--- src/rtl/board_pkg.sv ---
// board_pkg: shared constants for the front-panel button conditioner.
// Button indices, default debounce length and counter-width helper.
package board_pkg;

    localparam int unsigned BTN_START = 0;
    localparam int unsigned BTN_STOP  = 1;
    localparam int unsigned BTN_INC   = 2;
    localparam int unsigned BTN_NUM   = 3;

    localparam int unsigned DEBOUNCE_DEFAULT = 4;

    // Counter must hold 0..cycles-1; never narrower than one bit.
    function automatic int unsigned debounce_w(input int unsigned cycles);
        return (cycles < 2) ? 1 : $clog2(cycles);
    endfunction

endpackage

--- src/rtl/debounce_cell.sv ---
// debounce_cell: 2-flop synchronizer plus counter debounce for one button.
// Ports: clock, reset (sync, active-low), btn_raw in; lvl_next, lvl out.
module debounce_cell
    import board_pkg::*;
#(
    parameter int unsigned DEBOUNCE_CYCLES = DEBOUNCE_DEFAULT
) (
    input  logic clock,
    input  logic reset,
    input  logic btn_raw,
    output logic lvl_next,
    output logic lvl
);

    localparam int unsigned CNT_W = debounce_w(DEBOUNCE_CYCLES);
    localparam logic [CNT_W-1:0] CNT_MAX = CNT_W'(DEBOUNCE_CYCLES - 1);

    logic             sync1_q, sync1_d;
    logic             sync2_q, sync2_d;
    logic             lvl_q, lvl_d;
    logic [CNT_W-1:0] cnt_q, cnt_d;

    always_comb begin
        sync1_d = btn_raw;
        sync2_d = sync1_q;
        lvl_d   = lvl_q;
        cnt_d   = cnt_q;
        if (sync2_q == lvl_q) begin
            cnt_d = '0;
        end else if (cnt_q == CNT_MAX) begin
            lvl_d = sync2_q;
            cnt_d = '0;
        end else begin
            cnt_d = cnt_q + 1'b1;
        end
    end

    always_ff @(posedge clock) begin
        if (!reset) begin
            sync1_q <= 1'b0;
            sync2_q <= 1'b0;
            lvl_q   <= 1'b0;
            cnt_q   <= '0;
        end else begin
            sync1_q <= sync1_d;
            sync2_q <= sync2_d;
            lvl_q   <= lvl_d;
            cnt_q   <= cnt_d;
        end
    end

    assign lvl_next = lvl_d;
    assign lvl      = lvl_q;

endmodule

--- src/rtl/board_buttons.sv ---
// board_buttons: debounced, priority-masked start/stop/inc button levels.
// Ports: clock, reset (sync, active-low), start_btn/stop_btn/inc_btn raw in;
// start/stop/inc levels out; start/stop/inc_pulse out with BTN_PULSE_EN.
module board_buttons
    import board_pkg::*;
#(
    parameter int unsigned DEBOUNCE_CYCLES = DEBOUNCE_DEFAULT
) (
    input  logic clock,
    input  logic reset,
    input  logic start_btn,
    input  logic stop_btn,
    input  logic inc_btn,
    output logic start,
    output logic stop,
`ifdef BTN_PULSE_EN
    output logic inc,
    output logic start_pulse,
    output logic stop_pulse,
    output logic inc_pulse
`else
    output logic inc
`endif
);

    logic [BTN_NUM-1:0] raw;
    logic [BTN_NUM-1:0] lvl_nx;
    logic [BTN_NUM-1:0] lvl_unused;
    logic [BTN_NUM-1:0] out_q, out_d;

    assign raw[BTN_START] = start_btn;
    assign raw[BTN_STOP]  = stop_btn;
    assign raw[BTN_INC]   = inc_btn;

    for (genvar i = 0; i < BTN_NUM; i++) begin : g_cell
        debounce_cell #(
            .DEBOUNCE_CYCLES(DEBOUNCE_CYCLES)
        ) u_cell (
            .clock   (clock),
            .reset   (reset),
            .btn_raw (raw[i]),
            .lvl_next(lvl_nx[i]),
            .lvl     (lvl_unused[i])
        );
    end

    // Masking uses next-state levels so buttons flipping on the
    // same edge are resolved together, with no transient start.
    always_comb begin
        out_d = '0;
        out_d[BTN_STOP]  = lvl_nx[BTN_STOP];
        out_d[BTN_START] = lvl_nx[BTN_START] & ~lvl_nx[BTN_STOP];
        out_d[BTN_INC]   = lvl_nx[BTN_INC] & ~lvl_nx[BTN_START]
                         & ~lvl_nx[BTN_STOP];
    end

    always_ff @(posedge clock) begin
        if (!reset) begin
            out_q <= '0;
        end else begin
            out_q <= out_d;
        end
    end

    assign start = out_q[BTN_START];
    assign stop  = out_q[BTN_STOP];
    assign inc   = out_q[BTN_INC];

`ifdef BTN_PULSE_EN
    logic [BTN_NUM-1:0] prev_q, prev_d;

    always_comb begin
        prev_d = out_q;
    end

    always_ff @(posedge clock) begin
        if (!reset) begin
            prev_q <= '0;
        end else begin
            prev_q <= prev_d;
        end
    end

    assign start_pulse = out_q[BTN_START] & ~prev_q[BTN_START];
    assign stop_pulse  = out_q[BTN_STOP] & ~prev_q[BTN_STOP];
    assign inc_pulse   = out_q[BTN_INC] & ~prev_q[BTN_INC];
`endif

endmodule

--- config.mk ---
export PLATFORM = sky130hd
export DESIGN_NAME = board_buttons
export DESIGN_NICKNAME = d
export VERILOG_FILES = /design/src/rtl/board_pkg.sv /design/src/rtl/debounce_cell.sv /design/src/rtl/board_buttons.sv
export SDC_FILE = /design/constraint.sdc
export NUM_CORES = 1
export LEC_CHECK = 0
export ABC_AREA = 1
export BUFFER_PORTS_ARGS = -buffer_cell sky130_fd_sc_hd__clkbuf_2
export CAP_MARGIN = 25
export CELL_PAD_IN_SITES_DETAIL_PLACEMENT = 0
export CELL_PAD_IN_SITES_GLOBAL_PLACEMENT = 1
export CORE_MARGIN = 2
export CORE_UTILIZATION = 40
export CTS_CLUSTER_DIAMETER = 60
export DETAILED_ROUTE_END_ITERATION = 16
export PLACE_DENSITY_LB_ADDON = 0.1
export SLEW_MARGIN = 0
export SYNTH_ARGS = -nofsm -noshare
export SYNTH_HDL_FRONTEND = slang
export SYNTH_SLANG_ARGS = --single-unit
--- constraint.sdc ---
create_clock -name clock -period 2.8 [get_ports clock]
set_clock_uncertainty 0.15 [all_clocks]
set_input_delay 0.14 -clock clock [delete_from_list [all_inputs] [get_ports clock]]
set_output_delay 0.14 -clock clock [all_outputs]
set_load 0.01 [all_outputs]
## After elaboration in Yosys (flattened, before gate mapping)

Index checks and enable logic that the tools add are counted.

| storage, ports and cells | value |
|---|---|
| register bits | 18 |
| input port bits | 5 |
| logic and storage cells | 37 |

| cells by class | value |
|---|---|
| $add $sub $neg | 3 |
| equality and inequality tests | 6 |
| mux-type cells | 6 |
| bitwise gates (word level) | 6 |
| reduce and logical (&&, ||, !) cells | 3 |

Operators with widths:

| cell | count |
|---|---|
| 3-bit OR reduction | 3 |
| 2-bit by 1-bit adder with 2-bit output (second input constant) | 3 |
| 2-bit equality test (second input constant) | 3 |
| 1-bit two-way mux | 6 |
| 1-bit AND | 3 |
| 1-bit equality test | 3 |
| 1-bit inverter | 3 |

## Longest topological paths before layout

Gate-level depths: netlist of the first run.

| depth | value |
|---|---|
| depth in word-level cells | 6 |
| gate-level depth with buffers | 6 |

## Hierarchy

From an unflattened synthesis of the first run, not the netlist that was laid out.

| second synthesis, totals | value |
|---|---|
| cells, all modules | 86 |
| area total of the unflattened synthesis | 676.9 sq um |

Modules (own cells, without submodules):

| module | instances | cells each | area an instance (sq um) | seq. area each (sq um) |
|---|---|---|---|---|
| debounce_cell | 3 | 25 | 193.9 | 100.1 |
| board_buttons | 1 | 11 | 95.1 | 60.1 |

## Worst setup path before layout of the first run

No wires, ideal clock.

| timing | value |
|---|---|
| path type | register to register |
| start point | register g_cell[1].u_cell.cnt_q[0] |
| end point | register out_q[2] |
| library setup time | 0.113 ns |
| arrival time | 0.778 ns |
| path slack | 1.759 ns |
| cell stages (with the launch flop) | 7 |
| cell sequence | dfxtp_1 -> ha_1 -> inv_1 -> nand2_1 -> nand2_1 -> nand2_1 -> nor2_1 |

| on the way | value |
|---|---|
| cells in the longest elaborated chain, start to end | 5 |

Ends and longest elaborated chain:

| what | RTL line | source |
|---|---|---|
| from (decl) | debounce_cell.sv:21 | `logic [CNT_W-1:0] cnt_q, cnt_d;` |
| from (signal assigned) | debounce_cell.sv:48 | `cnt_q <= cnt_d;` |
| 2-bit equality test | debounce_cell.sv:30 | `end else if (cnt_q == CNT_MAX) begin` |
| 1-bit two-way mux | debounce_cell.sv:30 |  |
| 1-bit two-way mux | debounce_cell.sv:28 | `if (sync2_q == lvl_q) begin` |
| 1-bit inverter | board_buttons.sv:54 | `& ~lvl_nx[BTN_STOP];` |
| 1-bit AND | board_buttons.sv:54 |  |
| to (signal assigned) | board_buttons.sv:61 | `out_q <= out_d;` |
| to (decl) | board_buttons.sv:29 | `logic [BTN_NUM-1:0] out_q, out_d;` |

Every way passes these cells.
A chain may end at the register's enable or synchronous reset.

## Worst setup path in the final report of the first run

| timing | value |
|---|---|
| start point | register g_cell[1].u_cell.cnt_q[0] |
| end point | register out_q[0] |

| on the way | value |
|---|---|
| cells in the longest elaborated chain, start to end | 5 |

Ends and longest elaborated chain:

| what | RTL line | source |
|---|---|---|
| 2-bit equality test | debounce_cell.sv:30 |  |
| 1-bit two-way mux | debounce_cell.sv:30 |  |
| 1-bit two-way mux | debounce_cell.sv:28 |  |
| 1-bit inverter | board_buttons.sv:52 | `out_d[BTN_START] = lvl_nx[BTN_START] & ~lvl_nx[BTN_STOP];` |
| 1-bit AND | board_buttons.sv:52 |  |

Every way passes these cells.

==> qor.yml, run 1 <==
leakage_nw: 0.427
coreArea_um2: 1520
synthTopCellsByArea: "dfxtp_1 (51%), inv_1 (12%), nand2_1 (12%)"
final_area_um2: 767
clock_latency_ns: 0.29
ys_types: 10
finalHoldViolations: 0
dieArea_um2: 2000
clock-sinks: 17
fin_nets: 103
grt_pass1_vias: 426
wl_met1_um: 416
die_h_um: 44.7
clock_path_buffers: 2
max_cap_viol_count: 0
dp.final_hpwl_um: 675
antenna_found_initial: 0
die_w_um: 44.7
cts_tree: "yes"
postRouteWirelength_um: 880
route.vias.total: 462
areaGrowthSynthToFinish_pct: 15.7
wl_per_cell_um: 8.00
place_ws_ns: 1.66
drive_gt1_share_pct: 19.1
min_period_ns: 1.15
grt_pass1_wl_mm: 1.61
yosys_register_bits: 17
worstPathMaxFanout: 3
io_pins: 8
max_freq_ghz: 0.866
rsz0062_at_grt: "no"
met3WireLength_um: 25
vias_per_cell: 4.20
cp_slowest_cell: "dfxtp_1"
hp-class: "input pin to flip-flop"
reg2regPathDepth: 6
min_from: "reset"
grt_usage_pct: 11.7
clk_pin_slew_ns: 0.10
period_share_pct: 41.2
num_rows: 14
hold_buffers: 3
dp.cells: 103
diodes: 0
slew_headroom_pct: 84.0
cts_setup_buffers: 0
htreeDepth: 1
synth_top_area_share_pct: 51.3
cts_buffers: 3
start_util_pct: 43.5
p_per_area_nw_per_um2: 522
start_kind: "flip-flop"
crit_end: "out_q[0]"
regToRegStartpoint: "g_cell[1].u_cell.cnt_q[0]"
ant_nets: 0
syn-instance-count: 81
dr.pass1.iters: 3
place.gp.congestion: 0.622
critPathRequiredTime_ns: 2.89
fin_cells: 110
drc: 0
tns_ns: 0
cp-startpoint: "g_cell[1].u_cell.cnt_q[0]"
synth_area_um2: 663
setup_slack_ns: 1.65
yosysSeqAreaShare_pct: 51.3
synth_largest_area_cell: "dfxtp_1"
place_area_um2: 707
drv_slew: 0
ir_drop_mv: 0.310
cts_resized: 0
crit_chain: "ha_1 -> inv_1 -> nand2_1 -> nand2_1 -> inv_1 -> nor2_1"
setup_viol: 0
highest_layer: "met4"
tightest_slew_ns: 0.240
syn_area_per_cell_um2: 8.19
place.port_buffers: 7
n_fill_cell: 164
status: "complete, no violations"
ys_warn_count: 0
power_mw: 0.401
grt_overflow: 0
end_kind: "flip-flop"
worstPathArrival_ns: 1.24
grt_max_degree: 12
reg2reg_slack_ns: 1.65
drt_iter0_drc: 4
syn-num-nets: 89
cts-root-buf: "clkbuf_4"
r2r-end: "out_q[0]"
crit_type: "flip-flop to flip-flop"
cp_slowest_stage_delay_ns: 0.33
routed-wl-met2_um: 404
==> stage by stage <==
step	utilization, %	hold WS, ns
after global routing	50.3	0.0622
after detailed placement	46.4	0.181
after CTS	50.3	0.0389
after global placement	46.4	0.170
final	50.3	0.0436
after floorplan	-	0.0876
==> final cells by class <==
| class | instances | area [µm²] | share of cell area, % |
|---|---|---|---|
| tap | 16 | 20.0 | 2.61 |
| timing repair buffer | 10 | 65.1 | 8.48 |
| sequential | 17 | 340 | 44.4 |
| clock buffer | 3 | 22.5 | 2.94 |
| inverter | 22 | 87.6 | 11.4 |
| clock inverter | 1 | 7.51 | 0.979 |
| multi-input combinational | 41 | 224 | 29.2 |
==> worst min-delay path by stage <==
| stage | end | slack [ns] | cells after the start |
|---|---|---|---|
| floorplan | g_cell[0].u_cell.sync1_q | 0.09 | 2 |
| global placement | g_cell[1].u_cell.sync1_q | 0.17 | 3 |
| detailed placement | g_cell[1].u_cell.sync1_q | 0.18 | 3 |
| CTS | g_cell[0].u_cell.sync2_q | 0.04 | 3 |
| global route | g_cell[0].u_cell.sync1_q | 0.06 | 3 |
| finish | g_cell[0].u_cell.sync2_q | 0.04 | 3 |
==> synthesized netlist by cell type, drive strengths merged <==
cell and instances:
buf 1, dfxtp 17, ha 3, inv 22, nand2 21, nand3 5, nor2 12
==> sequential cells by signal (all words and copies together), names as in the netlist <==
signal,cells
g_cell.u_cell.lvl,2
g_cell.u_cell.sync1_q,3
g_cell.u_cell.cnt_q,6
out_q,3
g_cell.u_cell.sync2_q,3
==> routing by layer <==
metal	up-vias	GRT usage, %
li1	254	-
met1	198	13.6
met2	6	18.0
met3	4	2.40
met4	0	10.9
met5	-	0
==> worst max-delay path: cells and delay by family, from the launching register on <==
family | cells | cell delay, ns
AND/OR/NAND/NOR | 3 | 0.26
flip-flops | 1 | 0.33
buffers and inverters | 2 | 0.12
adder cells (fa/ha/maj) | 1 | 0.24
==> placed cells by master, fill, tap and decap left out <==
| cell type | n |
|---|---|
| inv_6 | 1 |
| nand3_2 | 3 |
| nor2_4 | 3 |
| nand3_1 | 2 |
| dfxtp_1 | 17 |
| dlygate4sd3_1 | 3 |
| nand2_1 | 21 |
| inv_1 | 21 |
| clkbuf_4 | 3 |
| clkbuf_2 | 7 |
| ha_1 | 3 |
| nor2_1 | 9 |
| clkinvlp_4 | 1 |
==> where the power goes <==
group | internal [mW] | leakage (nW) | total (mW) | switching [mW]
combinational | 0.00965 | 0.274 | 0.0208 | 0.0112
sequential | 0.247 | 0.138 | 0.249 | 0.00201
clock | 0.0543 | 0.0139 | 0.131 | 0.0764
total | 0.311 | 0.427 | 0.401 | 0.0896
==> logic make-up (layout without fill, tap and decap cells) <==
family / count (synthesis) / after routing / share of synthesized area, %
simple gates: 38 / 38 / 28.1
buf+inv: 23 / 36 / 14.9
flops: 17 / 17 / 51.3
fa+ha+maj: 3 / 3 / 5.66
(Power assumes the default switching activity.)
==> run 2, diff against run 1 <==
--- a/config.mk
+++ b/config.mk
@@ -5,13 +5,13 @@
 export SDC_FILE = /design/constraint.sdc
 export NUM_CORES = 1
 export LEC_CHECK = 0
-export ABC_AREA = 1
+export ABC_AREA = 0
 export BUFFER_PORTS_ARGS = -buffer_cell sky130_fd_sc_hd__clkbuf_2
 export CAP_MARGIN = 25
 export CELL_PAD_IN_SITES_DETAIL_PLACEMENT = 0
 export CELL_PAD_IN_SITES_GLOBAL_PLACEMENT = 1
 export CORE_MARGIN = 2
-export CORE_UTILIZATION = 40
+export CORE_UTILIZATION = 37
 export CTS_CLUSTER_DIAMETER = 60
 export DETAILED_ROUTE_END_ITERATION = 16
 export PLACE_DENSITY_LB_ADDON = 0.1
==> constraint.sdc (replaced) <==
create_clock -name clock -period 1 [get_ports clock]
set_clock_uncertainty 0.15 [all_clocks]
set_input_delay 0.05 -clock clock [delete_from_list [all_inputs] [get_ports clock]]
set_output_delay 0.05 -clock clock [all_outputs]
set_load 0.01 [all_outputs]
==> run 2 against run 1 <==
  * The run now ends with negative setup slack left
  * Worst hold slack worse by 0.026 ns
  * Global-route usage is 0.50 points lower
  * Clock power grew to 2.7 times the previous value
  * Final cell count is 29% lower
  * Maximum frequency is 7.3% lower
  * Non-clock buffer count is 5 higher
  * Register-to-register slack worse by 1.9 ns
  * Core utilization is 5.8 points higher
  * Clock-buffer cell count stayed put
  * Sequential share of layout area is 2.3 points lower
  * Synthesized cell count is 46% lower
  * Critical path type unchanged
  * Critical endpoint is now g_cell[1].u_cell.cnt_q[0]
==> qor.yml, run 2 <==
crit_chain: "ha_4 -> buf_4 -> buf_6 -> nor4b_2"
drive_gt1_share_pct: 58.1  # +39 points
power_mw: 1.12  # +180%
max_freq_ghz: 0.803  # -7.3%
grt_pass1_vias: 380  # -11%
syn-instance-count: 44  # -46%
coreArea_um2: 1490  # -2.3%
route.vias.total: 373  # -19%
vias_per_cell: 4.78  # +14%
hold_end: "g_cell[2].u_cell.lvl"
min_period_ns: 1.25  # +0.0910 ns
syn_area_per_cell_um2: 13.1  # +60%
synth_top_area_share_pct: 59.1  # +7.8 points
clock_latency_ns: 0.28  # about the same
swShare_pct: 21.3  # -1.0 points
place_ws_ns: -0.233  # -1.90 ns
p_comb_share_pct: 5.0  # -0.2 points
p_clk_share_pct: 32.2  # -0.4 points
tns_ns: -1.45  # -1.45 ns
place.gp.congestion: 0.635  # +2.0%
slew_headroom_pct: 80.2  # -3.8 points
dr.pass1.iters: 2  # -1
grt_overflow: 0  # unchanged
regToRegStartpoint: "g_cell[1].u_cell.cnt_q[0]"
layout_commonest_cell: "dfxtp_2"
place_area_um2: 676  # -4.4%
seq_power_share_pct: 62.9  # +0.7 points
most-common-layout-cells: "dfxtp_2 (9), dfxtp_1 (8), and2_1 (7), clkbuf_2 (6)"
synth_largest_area_cell: "dfxtp_1"
io_pins: 8  # unchanged
grt_pass1_wl_mm: 1.50  # -6.8%
yosys_register_bits: 17  # unchanged
die_w_um: 43.4  # -2.9%
rsz0062_at_grt: "yes"
largest-register: "g_cell.u_cell.cnt_q"
hp-class: "input pin to flip-flop"
drt_iter0_drc: 2  # -2
drc: 0  # unchanged
wl_per_cell_um: 11.8  # +48%
synth_enable_flop_cells: 0  # unchanged
largest_reg_flops: 6  # unchanged
leakage_nw: 0.317  # -26%
synth_area_um2: 576  # -13%
fin_nets: 71  # -31%
worstPathMaxFanout: 2  # -1
yosys.area_share.xor_xnor_pct: 4.57  # +4.6 points
ys_async_sr_fraction_pct: 0  # unchanged
synth_commonest_cells: "dfxtp_1 (17), and2_1 (7)"
status: "finished with violations"
ys_warn_count: 0  # unchanged
fin_cells: 78  # -29%
cp_slowest_cell: "dfxtp_2"
yosysSeqAreaShare_pct: 59.1  # +7.8 points
setup_slack_ns: -0.245  # -1.89 ns
clk_pin_slew_ns: 0.10  # about the same
cts_tree: "yes"
place.port_buffers: 7  # unchanged
critPathRequiredTime_ns: 1.03  # -1.86 ns
fin_util_pct: 56.1  # +5.8 points
antenna_found_initial: 0  # unchanged
synth-simple-area-share_pct: 23.0  # -5.1 points
dp.cells: 68  # -34%
synth_top_flop_cell: "dfxtp_1"
syn-num-nets: 52  # -42%
dieArea_um2: 1890  # -5.6%
setup_viol: 10  # +10
violations: "negative setup slack"
grt_max_degree: 18  # +6
clock-sinks: 17  # unchanged
p_per_area_nw_per_um2: 1330  # +160%
die_h_um: 43.4  # -2.9%
reg2reg_slack_ns: -0.25  # -1.89 ns
end_kind: "flip-flop"
synth_compound_area_share_pct: 0  # unchanged
areaGrowthSynthToFinish_pct: 45.2
htreeDepth: 1  # unchanged
final_area_um2: 836  # +9.0%
r2r-end: "g_cell[1].u_cell.cnt_q[0]"
synth_mux_area_share_pct: 6.09  # +6.1 points
drv_slew: 0  # unchanged
ant_nets: 0  # unchanged
crit_type: "flip-flop to flip-flop"
cts-root-buf: "clkbuf_4"
synthTopCellsByArea: "dfxtp_1 (59%), and2_1 (7.6%), ha_1 (6.5%)"
finalHoldViolations: 0  # unchanged
reg2regPathDepth: 4  # -2
synth_top_family_by_area: "simple AND/OR/NAND/NOR gates"
ir_drop_mv: 0.752  # +140%
max_cap_viol_count: 0  # unchanged
num_rows: 14  # unchanged
hold_slack_ns: 0.0179  # -0.0257 ns
synthAdderAreaFrac_pct: 6.52  # +0.86 points
cts_buffers: 3  # unchanged
ys_types: 12  # +2
postRouteWirelength_um: 922  # +4.8%
internal_power_mw: 0.877  # +180%
grt_usage_pct: 11.2  # -0.50 points
start_kind: "flip-flop"
p_switching_mw: 0.238  # +170%
min_from: "reset"
period_share_pct: 125  # +83 points
clock_path_buffers: 2  # unchanged
start_util_pct: 38.7  # -4.9 points
worstPathArrival_ns: 1.28  # +0.04 ns
synth_most_common_cell: "dfxtp_1"
min_path_cells: 2  # -1
cp_slowest_stage_delay_ns: 0.34  # about the same
tightest_slew_ns: 0.294  # +0.0545 ns
diodes: 0  # unchanged
-- run 2: cell count changes in the layout (fill, tap and decap cells not counted), moves of 7 or more --
cell     change
dfxtp_1      -9
nand2_1     -21
and2_1       +7
dfxtp_2      +9
inv_1       -21
nor2_1       -9
-- run 2: timing repair --
action                                  4_1_cts  5_1_grt
setup buffers                                 2        1
hold buffers                                  3        0
endpoints found under the setup margin       12       12
resized for setup                             8        9
endpoints found under the hold margin         3        0
pin swaps                                     3        2
-- run 2: cells by family after synthesis --
| kind of cell | after synthesis |
|---|---|
| xor gates and xnor gates | 3 |
| DFF | 17 |
| and+or+nand+nor | 17 |
| adders and majority gates | 3 |
| muxes | 3 |
| buffers and inverters | 1 |
-- run 2: metal layers --
metal,track usage (%),share of wire (%)
met2,17.3,49
met1,13.4,48
met5,0,0
met4,9.09,0.54
met3,2.50,2.7
-- run 2: worst max-delay path by stage --
| stage | from | slack, ns | end | depth (start not counted) |
|---|---|---|---|---|
| 4_1_cts | g_cell[1].u_cell.cnt_q[0] | -0.25 | out_q[2] | 3 |
| 5_1_grt | g_cell[1].u_cell.cnt_q[0] | -0.34 | g_cell[1].u_cell.cnt_q[0] | 4 |
| 3_5_place_dp | g_cell[2].u_cell.cnt_q[0] | -0.23 | out_q[2] | 3 |
| 3_3_place_gp | g_cell[1].u_cell.cnt_q[0] | -0.21 | out_q[2] | 3 |
| 6_report | g_cell[1].u_cell.cnt_q[0] | -0.25 | g_cell[1].u_cell.cnt_q[0] | 4 |
| 2_1_floorplan | g_cell[1].u_cell.cnt_q[0] | -0.20 | out_q[2] | 3 |
-- run 2: worst max-delay path: cells and delay by family, from the launching register on --
family,cells,cell delay [ns]
adder cells (fa/ha/maj),1,0.16
buffers and inverters,2,0.23
flip-flops,1,0.34
AND/OR/NAND/NOR,1,0.27
-- run 2: final cells by class --
| type | instances | area [µm²] |
|---|---|---|
| Clock buffer | 3 | 22.5 |
| Clock inverter | 1 | 5.00 |
| Multi-Input combinational cell | 26 | 320 |
| Timing Repair Buffer | 15 | 116 |
| Fill cell | 130 | 653 |
| Tap cell | 16 | 20.0 |
| Sequential cell | 17 | 352 |
-- run 2: power by group through the flow --
stage | Clock, mW | Sequential [mW] | Combinational (mW)
6_report | 0.359 | 0.701 | 0.0554
3_3_place_gp | 0 | 0.715 | 0.0346
2_1_floorplan | 0 | 0.714 | 0.0240
4_1_cts | 0.379 | 0.701 | 0.0511
3_5_place_dp | 0 | 0.715 | 0.0365
5_1_grt | 0.414 | 0.704 | 0.0617
==> run 3, diff against run 2 <==
--- a/config.mk
+++ b/config.mk
@@ -12,9 +12,11 @@
 export CELL_PAD_IN_SITES_GLOBAL_PLACEMENT = 1
 export CORE_MARGIN = 2
 export CORE_UTILIZATION = 37
+export CTS_BUF_LIST = sky130_fd_sc_hd__clkbuf_16
 export CTS_CLUSTER_DIAMETER = 60
 export DETAILED_ROUTE_END_ITERATION = 16
 export PLACE_DENSITY_LB_ADDON = 0.1
+export REMOVE_ABC_BUFFERS = 1
 export SLEW_MARGIN = 0
 export SYNTH_ARGS = -nofsm -noshare
 export SYNTH_HDL_FRONTEND = slang
==> run 3 against run 2 <==
  * The flow still finishes with violations (negative setup slack)
  * Global-route usage is 0.89 points higher
  * Design area is 0.60% higher
  * Clock power is 120% higher
  * Final cell count is 1.3% lower
  * Register-to-register slack hardly changed
  * Worst setup slack better by 0.0032 ns
  * Maximum frequency is 0.26% higher
  * Worst hold slack better by 0.035 ns
  * Via count is 0.54% lower
  * Combinational power is 12% lower
  * Clock-buffer cell count stayed put
  * Largest cell class unchanged
==> qor.yml, run 3 (synthesis gave the netlist of run 2 again) <==
htreeDepth: 1  # unchanged
clock-sinks: 17  # unchanged
min_period_ns: 1.24  # -0.00318 ns
seq_power_share_pct: 46.0  # -17 points
drt_iter0_drc: 1  # -1
status: "finished with violations"
grt_max_degree: 18  # unchanged
leakage_nw: 0.324  # +2.2%
slew_headroom_pct: 82.7  # +2.5 points
areaGrowthSynthToFinish_pct: 46.1
period_share_pct: 124  # -0.32 points
largest_reg_flops: 6  # unchanged
reg2reg_slack_ns: -0.24  # about the same
worstPathArrival_ns: 1.28  # about the same
p_switching_mw: 0.270  # +14%
cts_tree: "yes"
p_clk_share_pct: 50.8  # +19 points
ant_nets: 0  # unchanged
clk_pin_slew_ns: 0.05  # -0.05 ns
layout_commonest_cell: "dfxtp_1"
cts_buffers: 3  # unchanged
finalHoldViolations: 0  # unchanged
postRouteWirelength_um: 977  # +6.0%
crit_type: "flip-flop to flip-flop"
min_from: "reset"
drive_gt1_share_pct: 47.5  # -11 points
route.vias.total: 371  # -0.54%
violations: "negative setup slack"
p_per_area_nw_per_um2: 1820  # +36%
place_area_um2: 634  # -6.1%
vias_per_cell: 4.82  # +0.76%
cts-root-buf: "clkbuf_16"
p_comb_share_pct: 3.2  # -1.8 points
final_area_um2: 841  # +0.60%
max_freq_ghz: 0.805  # +0.26%
num_rows: 14  # unchanged
largest-register: "g_cell.u_cell.cnt_q"
reg2regPathDepth: 3  # -1
regToRegStartpoint: "g_cell[1].u_cell.cnt_q[0]"
clock_path_buffers: 2  # unchanged
io_pins: 8  # unchanged
worstPathMaxFanout: 3  # +1
place_ws_ns: -0.294  # -0.0609 ns
start_util_pct: 38.7  # unchanged
hp-class: "input pin to flip-flop"
grt_usage_pct: 12.1  # +0.89 points
ir_drop_mv: 0.960  # +28%
place.port_buffers: 7  # unchanged
start_kind: "flip-flop"
die_h_um: 43.4  # unchanged
drv_slew: 0  # unchanged
drc: 0  # unchanged
coreArea_um2: 1490  # unchanged
setup_slack_ns: -0.242  # +0.00318 ns
antenna_found_initial: 0  # unchanged
internal_power_mw: 1.26  # +44%
setup_viol: 11  # +1
min_path_cells: 2  # unchanged
max_cap_viol_count: 0  # unchanged
wl_per_cell_um: 12.7  # +7.3%
r2r-end: "out_q[2]"
place.gp.congestion: 0.612  # -3.6%
swShare_pct: 17.7  # -3.7 points
fin_nets: 70  # -1.4%
die_w_um: 43.4  # unchanged
clock_latency_ns: 0.24  # -0.04 ns
dieArea_um2: 1890  # unchanged
hold_slack_ns: 0.0527  # +0.0348 ns
grt_pass1_vias: 358  # -5.8%
tns_ns: -1.51  # -0.0603 ns
diodes: 0  # unchanged
most-common-layout-cells: "dfxtp_1 (11), and2_1 (7), clkbuf_2 (7), dfxtp_2 (6), buf_4 (4)"
dr.pass1.iters: 2  # unchanged
rsz0062_at_grt: "yes"
grt_overflow: 0  # unchanged
grt_pass1_wl_mm: 1.59  # +6.0%
end_kind: "flip-flop"
hold_end: "g_cell[0].u_cell.cnt_q[1]"
tightest_slew_ns: 0.255  # -0.0387 ns
critPathRequiredTime_ns: 1.04  # about the same
run 3: worst max-delay path by stage:
stage / from / to / slack, ns / depth (start not counted)
final: g_cell[1].u_cell.cnt_q[0] / out_q[2] / -0.24 / 3
after detailed placement: g_cell[1].u_cell.cnt_q[0] / out_q[2] / -0.29 / 3
after floorplan: g_cell[1].u_cell.cnt_q[0] / out_q[2] / -0.26 / 3
after global placement: g_cell[1].u_cell.cnt_q[0] / out_q[2] / -0.27 / 3
after global routing: g_cell[1].u_cell.cnt_q[1] / out_q[2] / -0.28 / 3
after CTS: g_cell[1].u_cell.cnt_q[0] / out_q[2] / -0.24 / 3
run 3: power by group through the flow:
| stage | sequential, mW | clock, mW | combinational, mW |
|---|---|---|---|
| final | 0.704 | 0.778 | 0.0489 |
| after global routing | 0.704 | 0.841 | 0.0544 |
| after CTS | 0.703 | 0.806 | 0.0465 |
| after detailed placement | 0.714 | 0 | 0.0363 |
| after global placement | 0.713 | 0 | 0.0339 |
| after floorplan | 0.712 | 0 | 0.0205 |
run 3: final cells by class:
class,instances,area (µm²)
Timing Repair Buffer,14,95.1
Clock inverter,1,5.00
Tap cell,16,20.0
Multi-Input combinational cell,26,298
Fill cell,134,648
Clock buffer,3,75.1
Sequential cell,17,348
run 3: metal layers:
layer  global-route usage [%]  wire length [µm]  vias to the layer above  share of wire (%)
met5                        0                 0                        -                  0
met4                     9.09                 0                        0                  0
met3                     3.75                34                        0                3.5
met2                     20.0               541                        7                 55
met1                     12.9               401                      179                 41
li1                         -                 -                      185                  -
run 3: critical path, stage by stage (launching register included):
cell and delay [ns]:
dfxtp_2 0.33, ha_4 0.16, mux2_4 0.31, and4bb_1 0.24
run 3: timing repair:
item | CTS | global route
gates resized for setup | 14 | 3
pin swaps | 3 | 1
endpoints found under the setup margin | 11 | 11
setup buffers | 2 | 1
endpoints found under the hold margin | 3 | 0
hold buffers | 3 | 0
run 3: through the flow:
step | utilization (%) | instances | power, mW
4_1_cts | 54.9 | 76 | 1.56
2_1_floorplan | - | 43 | 0.733
3_5_place_dp | 42.6 | 67 | 0.751
3_3_place_gp | 42.6 | 67 | 0.747
5_1_grt | 56.5 | 77 | 1.60
6_report | 56.5 | 77 | 1.53
